[src/rtl/decoder_rr_arbiter.sv]
// Round-robin arbiter granting one of N requesters a shared decoded-select
// resource; owner index is registered and the grant is its one-hot decode.
module decoder_rr_arbiter #(
  parameter int SEL_W    = 3,
  parameter int MAX_HOLD = 16
) (
  input  logic                    clk,
  input  logic                    rst_n,
  input  logic [(1<<SEL_W)-1:0]   req,
  input  logic                    done,
  output logic [(1<<SEL_W)-1:0]   gnt,
  output logic [SEL_W-1:0]        gnt_sel,
  output logic                    gnt_valid,
  output logic                    expired
);

  localparam int N = 1 << SEL_W;
  localparam logic [7:0] MAX_HOLD_C = 8'(MAX_HOLD);

  typedef enum logic {IDLE = 1'b0, BUSY = 1'b1} state_t;

  state_t            state_r, state_n;
  logic [SEL_W-1:0]  sel_r, sel_n;
  logic [SEL_W-1:0]  ptr_r, ptr_n;
  logic [7:0]        hcnt_r, hcnt_n;
  logic              valid_r, valid_n;
  logic              expired_r, expired_n;
  logic [N-1:0]      gnt_r, gnt_n;

  logic              own_req_s;
  logic              at_limit_s;
  logic              release_s;
  logic [SEL_W-1:0]  base_s;
  logic [SEL_W:0]    search_s;

  // First requester at or after base, wrapping; result is {found, index}.
  function automatic logic [SEL_W:0] rr_search(input logic [N-1:0] r,
                                               input logic [SEL_W-1:0] base);
    logic [SEL_W:0]   res;
    logic [SEL_W-1:0] idx;
    res = '0;
    for (int k = N - 1; k >= 0; k--) begin
      idx = base + SEL_W'(k);
      if (r[idx]) begin
        res = {1'b1, idx};
      end else begin
        res = res;
      end
    end
    return res;
  endfunction

  // Next-state, owner selection and hold-counter logic.
  always_comb begin
    state_n   = state_r;
    sel_n     = sel_r;
    ptr_n     = ptr_r;
    hcnt_n    = hcnt_r;
    valid_n   = valid_r;
    expired_n = 1'b0;
    own_req_s  = req[sel_r];
    at_limit_s = (hcnt_r == MAX_HOLD_C);
    release_s  = done | ~own_req_s | at_limit_s;
    // On release the old owner gets lowest priority in this same search.
    base_s   = (state_r == BUSY) ? (sel_r + SEL_W'(1)) : ptr_r;
    search_s = rr_search(req, base_s);
    case (state_r)
      IDLE: begin
        if (|req) begin
          sel_n   = search_s[SEL_W-1:0];
          valid_n = 1'b1;
          hcnt_n  = 8'd1;
          state_n = BUSY;
        end else begin
          valid_n = 1'b0;
        end
      end
      BUSY: begin
        if (release_s) begin
          ptr_n     = sel_r + SEL_W'(1);
          expired_n = at_limit_s & ~done & own_req_s;
          if (search_s[SEL_W]) begin
            sel_n  = search_s[SEL_W-1:0];
            hcnt_n = 8'd1;
          end else begin
            valid_n = 1'b0;
            hcnt_n  = 8'd0;
            state_n = IDLE;
          end
        end else begin
          hcnt_n = at_limit_s ? hcnt_r : (hcnt_r + 8'd1);
        end
      end
      default: begin
        state_n = IDLE;
        valid_n = 1'b0;
        hcnt_n  = 8'd0;
      end
    endcase
    if (valid_n) begin
      gnt_n = {{(N-1){1'b0}}, 1'b1} << sel_n;
    end else begin
      gnt_n = '0;
    end
  end

  // State and registered outputs.
  always_ff @(posedge clk or negedge rst_n) begin
    if (!rst_n) begin
      state_r   <= IDLE;
      sel_r     <= '0;
      ptr_r     <= '0;
      hcnt_r    <= 8'd0;
      valid_r   <= 1'b0;
      expired_r <= 1'b0;
      gnt_r     <= '0;
    end else begin
      state_r   <= state_n;
      sel_r     <= sel_n;
      ptr_r     <= ptr_n;
      hcnt_r    <= hcnt_n;
      valid_r   <= valid_n;
      expired_r <= expired_n;
      gnt_r     <= gnt_n;
    end
  end

  assign gnt       = gnt_r;
  assign gnt_sel   = sel_r;
  assign gnt_valid = valid_r;
  assign expired   = expired_r;

endmodule

[config.mk]
export PLATFORM = sky130hd
export DESIGN_NAME = decoder_rr_arbiter
export DESIGN_NICKNAME = d
export VERILOG_FILES = /design/src/rtl/decoder_rr_arbiter.sv
export SDC_FILE = /design/constraint.sdc
export NUM_CORES = 1
export LEC_CHECK = 0
export BUFFER_PORTS_ARGS = -buffer_cell sky130_fd_sc_hd__buf_2
export CORE_UTILIZATION = 60
export DETAILED_ROUTE_END_ITERATION = 8
export PLACE_DENSITY = 0.81
export SLEW_MARGIN = 20
export SYNTH_ARGS = -nofsm -noshare
export SYNTH_HDL_FRONTEND = slang
export SYNTH_SLANG_ARGS = --single-unit
[constraint.sdc]
create_clock -name clk -period 7.33 [get_ports clk]
set_clock_uncertainty 0.2 [all_clocks]
set_input_delay 0.3665 -clock clk [delete_from_list [all_inputs] [get_ports clk]]
set_output_delay 0.3665 -clock clk [all_outputs]
set_load 0.02 [all_outputs]
==> impl_metrics.json, run 1 <==
{
  "outcome": "complete, no violations",
  "drt_iter0_drc": 157,
  "die_area_sq_um": 3980,
  "final_cell_mix": "25 x dfrtp_1, 23 x buf_2, 20 x nor2_1",
  "max_freq_ghz": 0.241,
  "syn_area_per_cell_sq_um": 9.41,
  "drtAntennaViolNets": 0,
  "cts_root_buf": "clkbuf_8",
  "setup_viol": 0,
  "period_share_pct": 56.5,
  "synth_cell_type_count": 56,
  "n_fill_cell": 286,
  "synthArstFlopShare_pct": 100,
  "synth_xor_xnor_area_share_pct": 2.35,
  "nNetsFinal": 278,
  "netlist_instances": 238,
  "area_delta_synth_final_pct": 9.11,
  "syn_area_sq_um": 2240,
  "syn_nets": 254,
  "hold_path_class": "in2reg",
  "cp.required_ns": 7.29,
  "antenna_found_initial": 0,
  "portBuffers": 23,
  "slew_headroom_pct": 55.7,
  "cts_buffers": 3,
  "synth_warnings": 0,
  "start_util_pct": 65.1,
  "r2r_cells": 11,
  "die_y_um": 63.1,
  "synth-simple-area-share_pct": 20.7,
  "min_period_ns": 4.14,
  "post_drt_wl_per_cell_um": 18.2,
  "vias": 2018,
  "worst_setup_path_end_kind": "flip-flop",
  "cts_tree": "yes",
  "r2r_slack_ns": 3.19,
  "grt_pass1_vias": 1948,
  "clock_path_buffers": 2,
  "whs_ns": 0.0750,
  "fin_setup_tns_ns": 0,
  "crit_type": "reg2reg",
  "seq_area_sq_um": 626,
  "min_path_cells": 2,
  "startpoint_type": "flip-flop",
  "std_cell_rows": 21,
  "arrival_ns": 4.11,
  "final_common_cell": "dfrtp_1",
  "clk_latency_ns": 0.27,
  "finalHoldViolations": 0,
  "place_hpwl_um": 4300,
  "drc": 0,
  "overflow": 0,
  "synth_compound_area_share_pct": 18.8,
  "synth_top_family_by_area": "multiplexers",
  "htreeDepth": 1,
  "muxShareOfSynthArea_pct": 24.0,
  "slew_violations": 0,
  "grt_pass1_wl_um": 9710,
  "diodes": 0,
  "grt_max_degree": 26,
  "clk_pin_slew_ns": 0.08,
  "globalplace.congestion": 0.984,
  "seq_area_frac_synth_pct": 27.9,
  "reg2reg_to": "gnt[1]",
  "synth_ff_type": "dfrtp_1",
  "worst_pin_slew_ns": 0.646,
  "worstHoldStart": "done",
  "synth_edf_count": 0,
  "ys_ff_latch": 25,
  "min_to": "expired",
  "cap_violations": 0,
  "synthAdderAreaFrac_pct": 2.79,
  "wl_um": 5580,
  "multiInputGateArea_sq_um": 1540,
  "io-pin-count": 24,
  "cts_setup_buffers": 0,
  "first_pass_iters": 4,
  "cp_max_fo": 13,
  "crit_start": "gnt_sel[0]",
  "viasPerCell": 6.57,
  "rsz0062_at_grt": "false",
  "drive_above_1_share_pct": 21.1,
  "die_x_um": 63.1,
  "track_usage_pct": 30.9,
  "cts.sinks": 25,
  "rr_startpoint": "gnt_sel[0]",
  "core_sq_um": 3440
}
[layout make-up]
cell class / count / area share [%]
inverter: 11 / 1.79
multi-input combinational: 196 / 63.0
tap: 46 / 2.36
clock buffer: 4 / 1.84
timing repair buffer: 25 / 5.43
sequential: 25 / 25.6
[repair_timing]
item,CTS,global route
hold buffers,1,0
gates resized for setup,0,0
endpoints found under the hold margin,25,0
[Yosys cell counts (all sizes together), types with 4 or more instances]
cell,n,area (sq um)
dfrtp,25,626
ha,5,62.6
nand3,16,80.1
o21ai,16,80.1
a21oi,11,55.1
and3,4,25.0
and4,4,35.0
inv,11,43.8
nor2b,5,41.3
mux4,9,218
mux2,10,124
mux2i,18,196
nor2,21,95.1
a31oi,5,37.5
nor4,5,31.3
nand2b,4,25.0
nand2,19,71.3
[worst max path at each step]
| stage | endpoint | cells past startpoint |
|---|---|---|
| 4_1_cts | gnt[1] | 11 |
| 3_3_place_gp | gnt[1] | 11 |
| 2_1_floorplan | gnt[1] | 13 |
| 5_1_grt | gnt[1] | 11 |
| 3_5_place_dp | gnt[1] | 11 |
| 6_report | gnt[1] | 11 |
[registers in the layout, summed over array words and instances (netlist names)]
name,flops
expired,1
state_r,1
hcnt_r,8
ptr_r,3
gnt,8
gnt_sel,3
gnt_valid,1
[through the flow]
step,util [%],cells,worst slack (ns),cell area [sq um]
floorplan,-,238,3.37,2240
global placement,69.4,302,3.32,2390
finish,71.0,307,3.19,2440
CTS,71.0,307,3.19,2440
global route,71.0,307,2.81,2440
detailed placement,69.4,302,3.22,2390
[critical path, cell delays in order, from the launching register on]
cell,delay [ns]
dfrtp_1,0.52
ha_1,0.38
mux2_2,0.36
inv_1,0.30
ha_1,0.29
xnor2_1,0.51
a221oi_1,0.18
a2111oi_0,0.42
o22ai_1,0.15
a21oi_1,0.20
a31oi_2,0.19
nor4_1,0.34
[logic make-up (layout without fill, tap and decap cells)]
logic type | Yosys count | after routing
AND/OR/NAND/NOR | 86 | 86
flip-flops | 25 | 25
XOR/XNOR | 6 | 6
adder cells (fa/ha/maj) | 5 | 5
buffers and inverters | 17 | 40
AO/OA/AOI/OAI | 62 | 62
multiplexers | 37 | 37
[routing by layer]
metal,wire length [um],global-route usage [%],part of all wire (%),vias up
met2,2560,48.3,46,73
met5,0,0,0,-
li1,-,-,-,958
met1,2600,45.6,47,980
met3,337,4.17,6.0,7
met4,72,6.69,1.3,0
Power of run 1 is left out: the tool's default activity adds up to more than one toggle a clock period on the data nets, which glitch-free logic cannot reach.
==> run 2: changes to the inputs <==
- CORE_UTILIZATION: 60 -> 54
- PLACE_DENSITY: 0.81 -> 0.77
- clock period: 7.33 -> 3.35 ns (I/O delays scaled with it)
==> impl_metrics.json, run 2 (synthesis results as in run 1) <==
{
  "cts_tree": "yes",
  "cp.required_ns": 3.32,
  "die_x_um": 66.4,
  "utilization_pct": 75.0,
  "violations": "DRC, setup timing",
  "slew_headroom_pct": 63.0,
  "portBuffers": 23,
  "nNetsFinal": 328,
  "clk_latency_ns": 0.27,
  "antenna_found_initial": 0,
  "max_freq_ghz": 0.290,
  "period_share_pct": 103,
  "grt_max_degree": 26,
  "worst_setup_path_end_kind": "flip-flop",
  "r2r_slack_ns": -0.09,
  "outcome": "finished, violations left",
  "cap_violations": 0,
  "drive_above_1_share_pct": 41.2,
  "crit_cells": 12,
  "r2r_cells": 12,
  "max_stage_delay_ns": 0.46,
  "cts.sinks": 25,
  "clk_pin_slew_ns": 0.09,
  "min_period_ns": 3.44,
  "track_usage_pct": 31.7,
  "hold_path_class": "in2async",
  "finalHoldViolations": 0,
  "grt_pass1_wl_um": 10400,
  "viasPerCell": 6.45,
  "multiInputGateArea_sq_um": 1690,
  "slowest_stage": "dfrtp_2",
  "diodes": 0,
  "cts_buffers": 3,
  "cp_cell_sequence": "ha_4 -> mux2_4 -> ha_4 -> a211o_1 -> and2_4 -> mux4_2 -> a311o_1 -> a211oi_2 -> o311a_1 -> or2_4 -> inv_4 -> nor4_4",
  "final_common_cell": "buf_4",
  "final_cell_mix": "47 x buf_4, 23 x buf_2, 22 x dfrtp_1",
  "drc": 2,
  "grt_pass1_vias": 2155,
  "core_sq_um": 4000,
  "std_cell_rows": 23,
  "die_area_sq_um": 4410,
  "start_util_pct": 56.0,
  "vias": 2330,
  "startpoint_type": "flip-flop",
  "die_y_um": 66.4,
  "cts_root_buf": "clkbuf_8",
  "n_fill_cell": 283,
  "slew_violations": 0,
  "endpoint": "gnt[1]",
  "overflow": 0,
  "worst_pin_slew_ns": 0.555,
  "post_drt_wl_per_cell_um": 18.7,
  "crit_buf_inv": 1,
  "path_delay_family": "compound AO/OA/AOI/OAI gates",
  "clock_path_buffers": 2,
  "crit_type": "reg2reg",
  "globalplace.congestion": 0.962,
  "rsz0062_at_grt": "true",
  "cp_max_fo": 5,
  "crit_start": "gnt_sel[0]",
  "drtAntennaViolNets": 0,
  "wl_um": 6740,
  "htreeDepth": 1,
  "finalNonFillerCells": 361,
  "io-pin-count": 24,
  "setup_viol": 7,
  "layout_setup_ws_ns": -0.0942,
  "seq_area_sq_um": 629,
  "place_hpwl_um": 5070,
  "cpMostUsedCell": "ha_4",
  "arrival_ns": 3.41,
  "rr_startpoint": "gnt_sel[0]",
  "placed_cells": 344,
  "drt_iter0_drc": 168,
  "reg2reg_to": "gnt[1]",
  "first_pass_iters": 7,
  "area_delta_synth_final_pct": 33.9
}
-- run 2: cell count changes in the layout (fill, tap and decap cells not counted), sizes merged --
| cell | change |
|---|---|
| clkbuf | -1 |
| buf | +48 |
| dlygate4sd3 | +1 |
| a31oi | +1 |
| clkinv | +1 |
-- run 2: how the worst min path moves through the flow --
stage / startpoint / endpoint / slack (ns) / cells after the start
6_report: rst_n / hcnt_r[2] / 0.22 / 2
3_5_place_dp: rst_n / hcnt_r[1] / -0.02 / 1
2_1_floorplan: rst_n / expired / -0.33 / 0
5_1_grt: rst_n / hcnt_r[1] / 0.28 / 2
3_3_place_gp: rst_n / hcnt_r[1] / -0.03 / 1
4_1_cts: rst_n / hcnt_r[1] / 0.22 / 2
-- run 2: cell type report --
type                    count  share of cell area, %
repair buffers             74                   17.3
multi-input cells         197                   56.4
inverters                  11                   1.71
clock inverters             1                  0.167
well taps                  50                   2.09
flip-flops and latches     25                   21.0
clock buffers               3                   1.38
-- run 2: routing by layer --
metal  share of wire (%)  global-route usage, %  up-vias
li1                    -                      -     1072
met2                  50                   52.8      109
met1                  42                   42.6     1142
met3                 6.5                   4.31        7
met5                   0                      0        -
met4                 1.1                   9.04        0
-- run 2: worst register-to-register path: stages, from the launching register on --
cell and delay (ns):
dfrtp_2 0.46, ha_4 0.23, mux2_4 0.29, ha_4 0.17, a211o_1 0.25, and2_4 0.17, mux4_2 0.36, a311o_1 0.33
a211oi_2 0.25, o311a_1 0.17, or2_4 0.16, inv_4 0.06, nor4_4 0.26
-- run 2: repair_timing --
action,4_1_cts,5_1_grt
pin swaps,8,5
gates resized for setup,17,10
setup endpoints to repair,8,10
endpoints found under the hold margin,26,0
gates cloned,0,1
hold buffers,2,0
setup buffers,6,4
-- run 2: through the flow --
stage / hold slack (ns) / worst slack (ns) / instance area (sq um) / TNS, ns
after floorplan: -0.328 / -0.226 / 2290 / -1.76
after global placement: -0.0297 / -0.0682 / 2720 / -0.132
after detailed placement: -0.0167 / -0.107 / 2720 / -0.446
after CTS: 0.223 / -0.0649 / 2920 / -0.266
after global routing: 0.283 / -0.176 / 3000 / -1.02
final: 0.217 / -0.0942 / 3000 / -0.296
Power of run 2 is left out for the same reason.
